### src/rtl/lampfpu_sqrt_round_pack_pkg.sv
// lampfpu_sqrt_round_pack_pkg: float widths, GRS bit positions, Inf pattern and round-to-nearest-even helper
package lampfpu_sqrt_round_pack_pkg;
    localparam int LAMP_FLOAT_E_DW = 8;
    localparam int LAMP_FLOAT_F_DW = 7;
    localparam int LSB_IDX = 3;
    localparam int G_IDX = 2;
    localparam int R_IDX = 1;
    localparam int S_IDX = 0;
    localparam logic [LAMP_FLOAT_E_DW+LAMP_FLOAT_F_DW-1:0] INF_E_F =
        {{LAMP_FLOAT_E_DW{1'b1}}, {LAMP_FLOAT_F_DW{1'b0}}};

    // Returns {ovf, inexact, e, f}; a mantissa carry bumps the exponent and may saturate to Inf.
    function automatic logic [LAMP_FLOAT_E_DW+LAMP_FLOAT_F_DW+1:0] round_nearest_even(
        input logic [LAMP_FLOAT_E_DW-1:0] e,
        input logic [LAMP_FLOAT_F_DW+4:0] f
    );
        logic up, inexact;
        logic [LAMP_FLOAT_F_DW:0] sum;
        logic [LAMP_FLOAT_E_DW:0] ex;
        up = f[G_IDX] & (f[R_IDX] | f[S_IDX] | f[LSB_IDX]);
        inexact = f[G_IDX] | f[R_IDX] | f[S_IDX];
        sum = {1'b0, f[LAMP_FLOAT_F_DW+2:3]} + {{LAMP_FLOAT_F_DW{1'b0}}, up};
        ex = {1'b0, e} + {{LAMP_FLOAT_E_DW{1'b0}}, sum[LAMP_FLOAT_F_DW]};
        return (ex >= {1'b0, {LAMP_FLOAT_E_DW{1'b1}}}) ? {1'b1, inexact, INF_E_F}
                                                      : {1'b0, inexact, ex[LAMP_FLOAT_E_DW-1:0], sum[LAMP_FLOAT_F_DW-1:0]};
    endfunction
endpackage

### src/rtl/lampfpu_res_fifo.sv
// lampfpu_res_fifo: DEPTH x W circular FIFO with occupancy count
//   push/din write at the tail, pop advances the head, dout is the head entry, full/empty from count
module lampfpu_res_fifo #(
    parameter int DEPTH = 2,
    parameter int W = 19
) (
    input  logic         clk,
    input  logic         rst,
    input  logic         push,
    input  logic         pop,
    input  logic [W-1:0] din,
    output logic [W-1:0] dout,
    output logic         full,
    output logic         empty
);
    localparam int AW = (DEPTH > 1) ? $clog2(DEPTH) : 1;
    localparam int CW = $clog2(DEPTH + 1);
    logic [W-1:0] mem [DEPTH];
    logic [AW-1:0] wr, rd;
    logic [CW-1:0] count;
    logic do_push, do_pop;
    assign full = count == CW'(DEPTH);
    assign empty = count == '0;
    assign dout = mem[rd];
    assign do_pop = pop & ~empty;
    assign do_push = push & (~full | do_pop);
    always_ff @(posedge clk) begin
        if (rst) begin
            wr <= '0;
            rd <= '0;
            count <= '0;
            for (int i = 0; i < DEPTH; i++) mem[i] <= '0;
        end else begin
            if (do_push) mem[wr] <= din;
            wr <= wr + AW'(do_push);
            rd <= rd + AW'(do_pop);
            count <= count + CW'(do_push) - CW'(do_pop);
        end
    end
endmodule

### src/rtl/lampfpu_sqrt_round_pack.sv
// lampfpu_sqrt_round_pack: RNE rounding, Inf saturation and packing of sqrt results into a small result FIFO
//   in : valid_i, s_res_i, e_res_i, f_res_i ("01.f G R S"), isToRound_i, isOverflow_i, isUnderflow_i, ready_i
//   out: ready_o, overrun_o (dropped input pulse), valid_o, res_o {s,e,f}, isOverflow_o, isUnderflow_o, isInexact_o
module lampfpu_sqrt_round_pack
    import lampfpu_sqrt_round_pack_pkg::*;
#(
    parameter int E_DW = LAMP_FLOAT_E_DW,
    parameter int F_DW = LAMP_FLOAT_F_DW,
    parameter int DEPTH = 2
) (
    input  logic                 clk,
    input  logic                 rst,
    input  logic                 valid_i,
    input  logic                 s_res_i,
    input  logic [E_DW-1:0]      e_res_i,
    input  logic [F_DW+4:0]      f_res_i,
    input  logic                 isToRound_i,
    input  logic                 isOverflow_i,
    input  logic                 isUnderflow_i,
    output logic                 ready_o,
    output logic                 overrun_o,
    output logic                 valid_o,
    input  logic                 ready_i,
    output logic [E_DW+F_DW:0]   res_o,
    output logic                 isOverflow_o,
    output logic                 isUnderflow_o,
    output logic                 isInexact_o
);
    localparam int RW = 1 + E_DW + F_DW;
    localparam int W = RW + 3;
    logic [E_DW+F_DW+1:0] rn;
    logic [RW-1:0] res_in;
    logic [W-1:0] din, dout;
    logic full, empty, push, pop;
    assign rn = round_nearest_even(e_res_i, f_res_i);
    // Specials bypass rounding entirely so NaN/Inf payloads stay untouched.
    assign res_in = isToRound_i ? {s_res_i, rn[E_DW+F_DW-1:0]} : {s_res_i, e_res_i, f_res_i[F_DW+2:3]};
    assign din = {res_in, isOverflow_i | (isToRound_i & rn[E_DW+F_DW+1]), isUnderflow_i, isToRound_i & rn[E_DW+F_DW]};
    // A full buffer can still accept when the head leaves in the same cycle.
    assign ready_o = ~full | ready_i;
    assign push = valid_i & ready_o;
    assign pop = ~empty & ready_i;
    assign valid_o = ~empty;
    assign {res_o, isOverflow_o, isUnderflow_o, isInexact_o} = dout;
    always_ff @(posedge clk) overrun_o <= rst ? 1'b0 : valid_i & ~ready_o;
    lampfpu_res_fifo #(.DEPTH(DEPTH), .W(W)) u_fifo (
        .clk(clk), .rst(rst), .push(push), .pop(pop), .din(din), .dout(dout), .full(full), .empty(empty)
    );
endmodule

### config.mk
export PLATFORM = sky130hd
export DESIGN_NAME = lampfpu_sqrt_round_pack
export DESIGN_NICKNAME = d
export VERILOG_FILES = /design/src/rtl/lampfpu_sqrt_round_pack_pkg.sv /design/src/rtl/lampfpu_res_fifo.sv /design/src/rtl/lampfpu_sqrt_round_pack.sv
export SDC_FILE = /design/constraint.sdc
export NUM_CORES = 1
export LEC_CHECK = 0
export CORE_MARGIN = 1
export CORE_UTILIZATION = 44
export DETAILED_ROUTE_END_ITERATION = 10
export GPL_TIMING_DRIVEN = 0
export PLACE_DENSITY = 0.74
export SYNTH_ARGS = -nofsm -noshare
export SYNTH_HDL_FRONTEND = slang
export SYNTH_HIERARCHICAL = 1
export SYNTH_SLANG_ARGS = --single-unit
### constraint.sdc
create_clock -name clk -period 3.52 [get_ports clk]
set_input_delay 0.704 -clock clk [delete_from_list [all_inputs] [get_ports clk]]
set_output_delay 0.704 -clock clk [all_outputs]
set_load 0.01 [all_outputs]
[Yosys cells after proc, flatten, opt, wreduce, memory -nomap -nowiden]
Memory sizes are Yosys's and may differ from the RTL's. A register that Yosys moved wholly into a read port is not among the register bits.
Index checks and enable logic that the tools add are counted.
Storage, ports and cells
  flip-flop bits (word level): 5
  RAM bits: 38
  input port bits: 28
  output and inout port bits: 22
  logic and storage cells: 44
  memories: 1
Memories
  u_fifo.mem: depth 2, bits a word 19, rd ports 1, clocked after memory_dff 1, write ports 2, line lampfpu_res_fifo.sv:18  | logic [W-1:0] mem [DEPTH];
Operators by class
  add/subtract/negate cells: 6
  order comparisons: 1
  equal/unequal tests: 1
  muxes and demuxes: 11
  bitwise gates (word level): 18
  reduce and logical (&&, ||, !) cells: 2
Operators by type and width (count)
  2-to-1 mux 19 bit: 1
  OR reduction 19 bit: 1
  2-to-1 mux 17 bit: 1
  2-to-1 mux 15 bit: 1
  adder 8 x 1 -> 9 bit: 1
  greater-or-equal comparator 9 x 8 -> 1 bit, second input constant: 1
  adder 7 x 1 -> 8 bit: 1
  bitwise AND 1 bit: 8
  2-to-1 mux 1 bit: 8
  OR 1 bit: 7
  inverter 1 bit: 3
  adder 1 bit: 2
  adder 2 x 1 -> 2 bit: 1
  == test 2 bit, second input constant: 1
  zero test 2 bit: 1
  subtractor 2 x 1 -> 2 bit: 1

[Logic depth before layout (Yosys ltp)]
  word-level depth: 11
  mapped depth: 12

[By module]
The synthesis kept the hierarchy.
By module, submodules not included
  lampfpu_res_fifo: instances 1, cells each 131, area each 1879.3 um^2, sequential area each 1221.2 um^2
  lampfpu_sqrt_round_pack: instances 1, cells each 90, area each 609.3 um^2, sequential area each 20.0 um^2

[Worst setup path before layout]
OpenSTA, ideal clock, no wires.
  path kind: input to register
  start: input f_res_i[3]
  end: memory u_fifo.mem[0][8], data pin
  setup time: 0.255 ns
  arrival time: 2.560 ns
  data required time: 3.265 ns
  setup slack: 0.706 ns
  cell stages on the path: 12
  path through: and2_1 > nand2_1 > nor3_1 > ha_1 > ha_1 > and2_2 > o31ai_1 > a32oi_2 > nor2_2 > buf_6 > o221ai_1 > and2_1
RTL lines
  start, declared: line lampfpu_sqrt_round_pack.sv:16  | input logic [F_DW+4:0] f_res_i,
  end, declared: line lampfpu_res_fifo.sv:18

==> impl_metrics.prom <==
# TYPE chip_impl_metric gauge
chip_impl_info{name="run_status",value="completed"} 1
chip_impl_metric{name="power_per_unit_of_standard_cell_area",unit="nW/um^2"} 448
chip_impl_info{name="criticalPathCategory",value="input port to register"} 1
chip_impl_metric{name="io_buffer_count",unit=""} 46
chip_impl_metric{name="synth.top_cell.area_share",unit="%"} 45.9
chip_impl_info{name="synth_top_cell_by_area",value="sky130_fd_sc_hd__edfxtp_1"} 1
chip_impl_metric{name="timing.clock.skew",unit="ps"} 3.57
chip_impl_metric{name="critical-path-max-stage-delay",unit="ps"} 460
chip_impl_metric{name="track_usage",unit="%"} 16.4
chip_impl_metric{name="tightest_slew",unit="ps"} 887
chip_impl_metric{name="grt_start_max_net_pins",unit=""} 20
chip_impl_metric{name="grt_util_met3",unit="%"} 2.98
chip_impl_metric{name="critPathRequiredTime",unit="ps"} 3570
chip_impl_metric{name="drt-pass1-iter-count",unit=""} 4
chip_impl_metric{name="placementRows",unit=""} 27
chip_impl_metric{name="layout-area-overhead-vs-synth",unit="%"} 27.4
chip_impl_metric{name="worstPathArrival",unit="ps"} 3370
chip_impl_metric{name="max_fo_critical_path",unit=""} 10
chip_impl_metric{name="setup_violations",unit=""} 0
chip_impl_info{name="tritoncts",value="built"} 1
chip_impl_metric{name="report.final.hold_viol_count",unit=""} 0
chip_impl_info{name="cell_with_the_biggest_individual_delay_on_the_critical_path",value="sky130_fd_sc_hd__clkdlybuf4s50_1"} 1
chip_impl_metric{name="antenna_violations_before_repair",unit=""} 0
chip_impl_metric{name="floorplan.initialDensity",unit="%"} 45.5
chip_impl_metric{name="clk_transition_reported_paths",unit="ps"} 80
chip_impl_metric{name="postSynthCellCount",unit=""} 221
chip_impl_metric{name="power.leakage",unit="nW"} 1.22
chip_impl_info{name="crit_path_start_kind",value="input port"} 1
chip_impl_metric{name="numnets_final",unit=""} 308
chip_impl_metric{name="cts_buffer_count",unit=""} 5
chip_impl_info{name="worst_path_dominant_cell_family",value="simple AND/OR/NAND/NOR gates"} 1
chip_impl_info{name="ys_top_cells_by_area",value="sky130_fd_sc_hd__edfxtp_1 (46%), sky130_fd_sc_hd__mux2_2 (10%), sky130_fd_sc_hd__and2_1 (10%)"} 1
chip_impl_metric{name="slew_violations",unit=""} 0
chip_impl_info{name="rsz0062_at_grt",value="false"} 1
chip_impl_metric{name="worst_path_setup_slack_after_routing",unit="ps"} 196
chip_impl_metric{name="library_cells_used_by_synthesis",unit=""} 42
chip_impl_metric{name="post_drt_wl_per_cell",unit="um"} 13.5
chip_impl_metric{name="antenna_left",unit=""} 0
chip_impl_metric{name="die_height",unit="um"} 77.2
chip_impl_metric{name="finalCriticalPeriod",unit="ps"} 3320
chip_impl_info{name="critical_path.cell_chain",value="clkdlybuf4s50_1 -> and2_1 -> nand2_1 -> nor3_2 -> ha_1 -> ha_1 -> and2_2 -> o31ai_1 -> a32oi_2 -> nor2_2 -> buf_6 -> o221ai_1 -> and2_1"} 1
chip_impl_metric{name="slew_headroom",unit="%"} 40.9
chip_impl_metric{name="drc",unit=""} 0
chip_impl_metric{name="cts.repair.resized",unit=""} 0
chip_impl_metric{name="global_route.usage.met1",unit="%"} 22.5
chip_impl_metric{name="vias",unit=""} 1784
chip_impl_metric{name="grt_pass1_wl",unit="mm"} 7.56
chip_impl_metric{name="cts_buffer_depth",unit=""} 2
chip_impl_metric{name="gpl.final_weighted_congestion",unit=""} 0.822
chip_impl_metric{name="placeableCoreArea",unit="sq um"} 5470
chip_impl_metric{name="drt-initial-drc-count",unit=""} 89
chip_impl_info{name="grt_most_used_layer",value="met2"} 1
chip_impl_metric{name="ys_seq_area_share",unit="%"} 49.9
chip_impl_metric{name="synth-edff-count",unit=""} 38
chip_impl_metric{name="place_ws",unit="ps"} -118
chip_impl_info{name="hold_path.class",value="register to register"} 1
chip_impl_metric{name="cts_setup_buffers",unit=""} 0
chip_impl_metric{name="vias_per_cell",unit=""} 5.13
chip_impl_metric{name="worstSkewPairLatency",unit="ps"} 290
chip_impl_metric{name="power.ir.vdd_worst",unit="V"} 0.000231
chip_impl_info{name="synth_most_common_cell",value="sky130_fd_sc_hd__and2_1"} 1
chip_impl_metric{name="grt_pass1_vias",unit=""} 1618
chip_impl_metric{name="drt-total-wl",unit="mm"} 4.69
chip_impl_metric{name="antenna-diode-count",unit=""} 0
chip_impl_metric{name="fmaxAchievable",unit="MHz"} 301
chip_impl_metric{name="placedCellCount",unit=""} 340
chip_impl_metric{name="finish.utilization",unit="%"} 57.9
chip_impl_metric{name="cts_htree_levels",unit=""} 2
chip_impl_metric{name="final.period_utilization",unit="%"} 94.4
chip_impl_metric{name="syn-cell-area",unit="sq um"} 2490
chip_impl_metric{name="grtUsageMet2",unit="%"} 26.0
chip_impl_metric{name="sinks_on_clock_net",unit=""} 43
chip_impl_metric{name="fp.dieArea",unit="sq um"} 5960
chip_impl_metric{name="worstPathBufferInverterCount",unit=""} 2
chip_impl_metric{name="post_cts_hold_buffer_count",unit=""} 0
chip_impl_metric{name="fin_cells",unit=""} 348
chip_impl_metric{name="fp.dieW",unit="um"} 77.2
chip_impl_metric{name="num_io_pins",unit=""} 50
chip_impl_metric{name="async_flop_share",unit="%"} 0
chip_impl_info{name="worst_setup_path_end_kind",value="register"} 1
chip_impl_metric{name="worst_slack_on_hold_paths",unit="ps"} 685
chip_impl_metric{name="ys_warn_count",unit=""} 6
chip_impl_metric{name="ys_seq_elements",unit=""} 43
chip_impl_info{name="postSynth.topFlopCell",value="sky130_fd_sc_hd__edfxtp_1"} 1
chip_impl_info{name="cts_root_buf",value="sky130_fd_sc_hd__clkbuf_8"} 1
chip_impl_metric{name="post_synth.cell_area_avg",unit="sq um"} 11.3
chip_impl_metric{name="max_cap_viol_count",unit=""} 0
chip_impl_metric{name="place.detailed.hpwl",unit="mm"} 3.39
chip_impl_metric{name="synthesis.nets",unit=""} 254
chip_impl_metric{name="final_layout_size_suffix_gt1_share",unit="%"} 18.1
chip_impl_info{name="yosys-top-cells-count",value="sky130_fd_sc_hd__and2_1 (41), sky130_fd_sc_hd__edfxtp_1 (38), sky130_fd_sc_hd__mux2_2 (23)"} 1
chip_impl_metric{name="globalRoute.totalOverflow",unit=""} 0
-- cell type report --
cell class | count | area [sq um]
fillers | 490 | 2300
flip-flops and latches | 43 | 1240
multi-input cells | 163 | 1180
well taps | 72 | 90.1
clock inverters | 3 | 38.8
inverters | 4 | 15.0
clock buffers | 5 | 68.8
repair buffers | 47 | 475
plain buffers | 11 | 63.8
-- flip-flops by register name, summed over array words and instances (netlist names) --
name and flops:
u_fifo/mem 38, u_fifo/count 2, overrun_o 1, u_fifo/rd 1, u_fifo/wr 1
-- metrics by stage --
| stage | instance area (sq um) | total power, mW | TNS (ps) |
|---|---|---|---|
| finish | 3170 | 1.42 | 0 |
| global route | 3170 | 1.50 | 0 |
| CTS | 3170 | 1.43 | 0 |
| detailed placement | 3060 | 1.07 | -781 |
| global placement | 3040 | 1.06 | -1320 |
| floorplan | 2490 | 0.877 | 0 |
-- path summary, 6_finish.rpt --
kind                                       from               end  slack (ps)  cells past startpoint
worst min register to register        u_fifo/wr         u_fifo/wr         690                      2
worst max register to register  u_fifo/count[0]  u_fifo/mem[1][0]        1010                      6
worst min-delay path                  u_fifo/wr         u_fifo/wr         690                      2
worst max-delay path                 f_res_i[3]  u_fifo/mem[0][8]         200                     13
-- report_power, final --
group	total [mW]	internal (mW)	leakage [nW]	switching (mW)
combinational	0.397	0.223	0.721	0.174
sequential	0.659	0.631	0.444	0.0284
clock	0.364	0.208	0.0556	0.156
-- layer usage --
metal	part of all wire, %	wire [um]
met4	1.0	47
met2	47	2200
met1	49	2320
met3	2.7	126
met5	0	0
-- tightest hold or removal path, stage by stage, from the launching register on --
cell,delay [ps]
sky130_fd_sc_hd__dfxtp_1,330
sky130_fd_sc_hd__nor2b_1,140
sky130_fd_sc_hd__a21o_1,170
-- kinds of logic after synthesis --
| family | Yosys count | synth area share (%) |
|---|---|---|
| adders and majority gates | 5 | 2.51 |
| buffers and inverters | 15 | 3.17 |
| xor gates and xnor gates | 7 | 2.46 |
| muxes | 23 | 10.4 |
| and+or+nand+nor | 98 | 23.0 |
| AOI/OAI and AO/OA | 30 | 8.55 |
| DFF | 43 | 49.9 |
-- cell usage in the layout, fill, tap and decap left out, types with 2 or more instances in the layout --
master and count:
sky130_fd_sc_hd__nand2b_1 7, sky130_fd_sc_hd__a21oi_1 9, sky130_fd_sc_hd__clkbuf_2 3, sky130_fd_sc_hd__o211ai_1 2, sky130_fd_sc_hd__clkbuf_8 5, sky130_fd_sc_hd__and2_1 41
sky130_fd_sc_hd__buf_6 2, sky130_fd_sc_hd__buf_2 3, sky130_fd_sc_hd__nor2b_1 5, sky130_fd_sc_hd__xor2_1 3, sky130_fd_sc_hd__o21ai_0 5, sky130_fd_sc_hd__mux2_2 23
sky130_fd_sc_hd__o22a_2 2, sky130_fd_sc_hd__clkbuf_1 3, sky130_fd_sc_hd__and3_1 3, sky130_fd_sc_hd__nand3_1 6, sky130_fd_sc_hd__dfxtp_1 5, sky130_fd_sc_hd__nor3_1 2
sky130_fd_sc_hd__edfxtp_1 38, sky130_fd_sc_hd__nand4_1 5, sky130_fd_sc_hd__nor2_1 8, sky130_fd_sc_hd__ha_1 5, sky130_fd_sc_hd__a21o_1 3, sky130_fd_sc_hd__inv_1 4
sky130_fd_sc_hd__xnor2_1 4, sky130_fd_sc_hd__clkdlybuf4s50_1 46, sky130_fd_sc_hd__o221ai_1 2, sky130_fd_sc_hd__nand2_1 11
No activity file was read; power rests on OpenSTA's default activity.
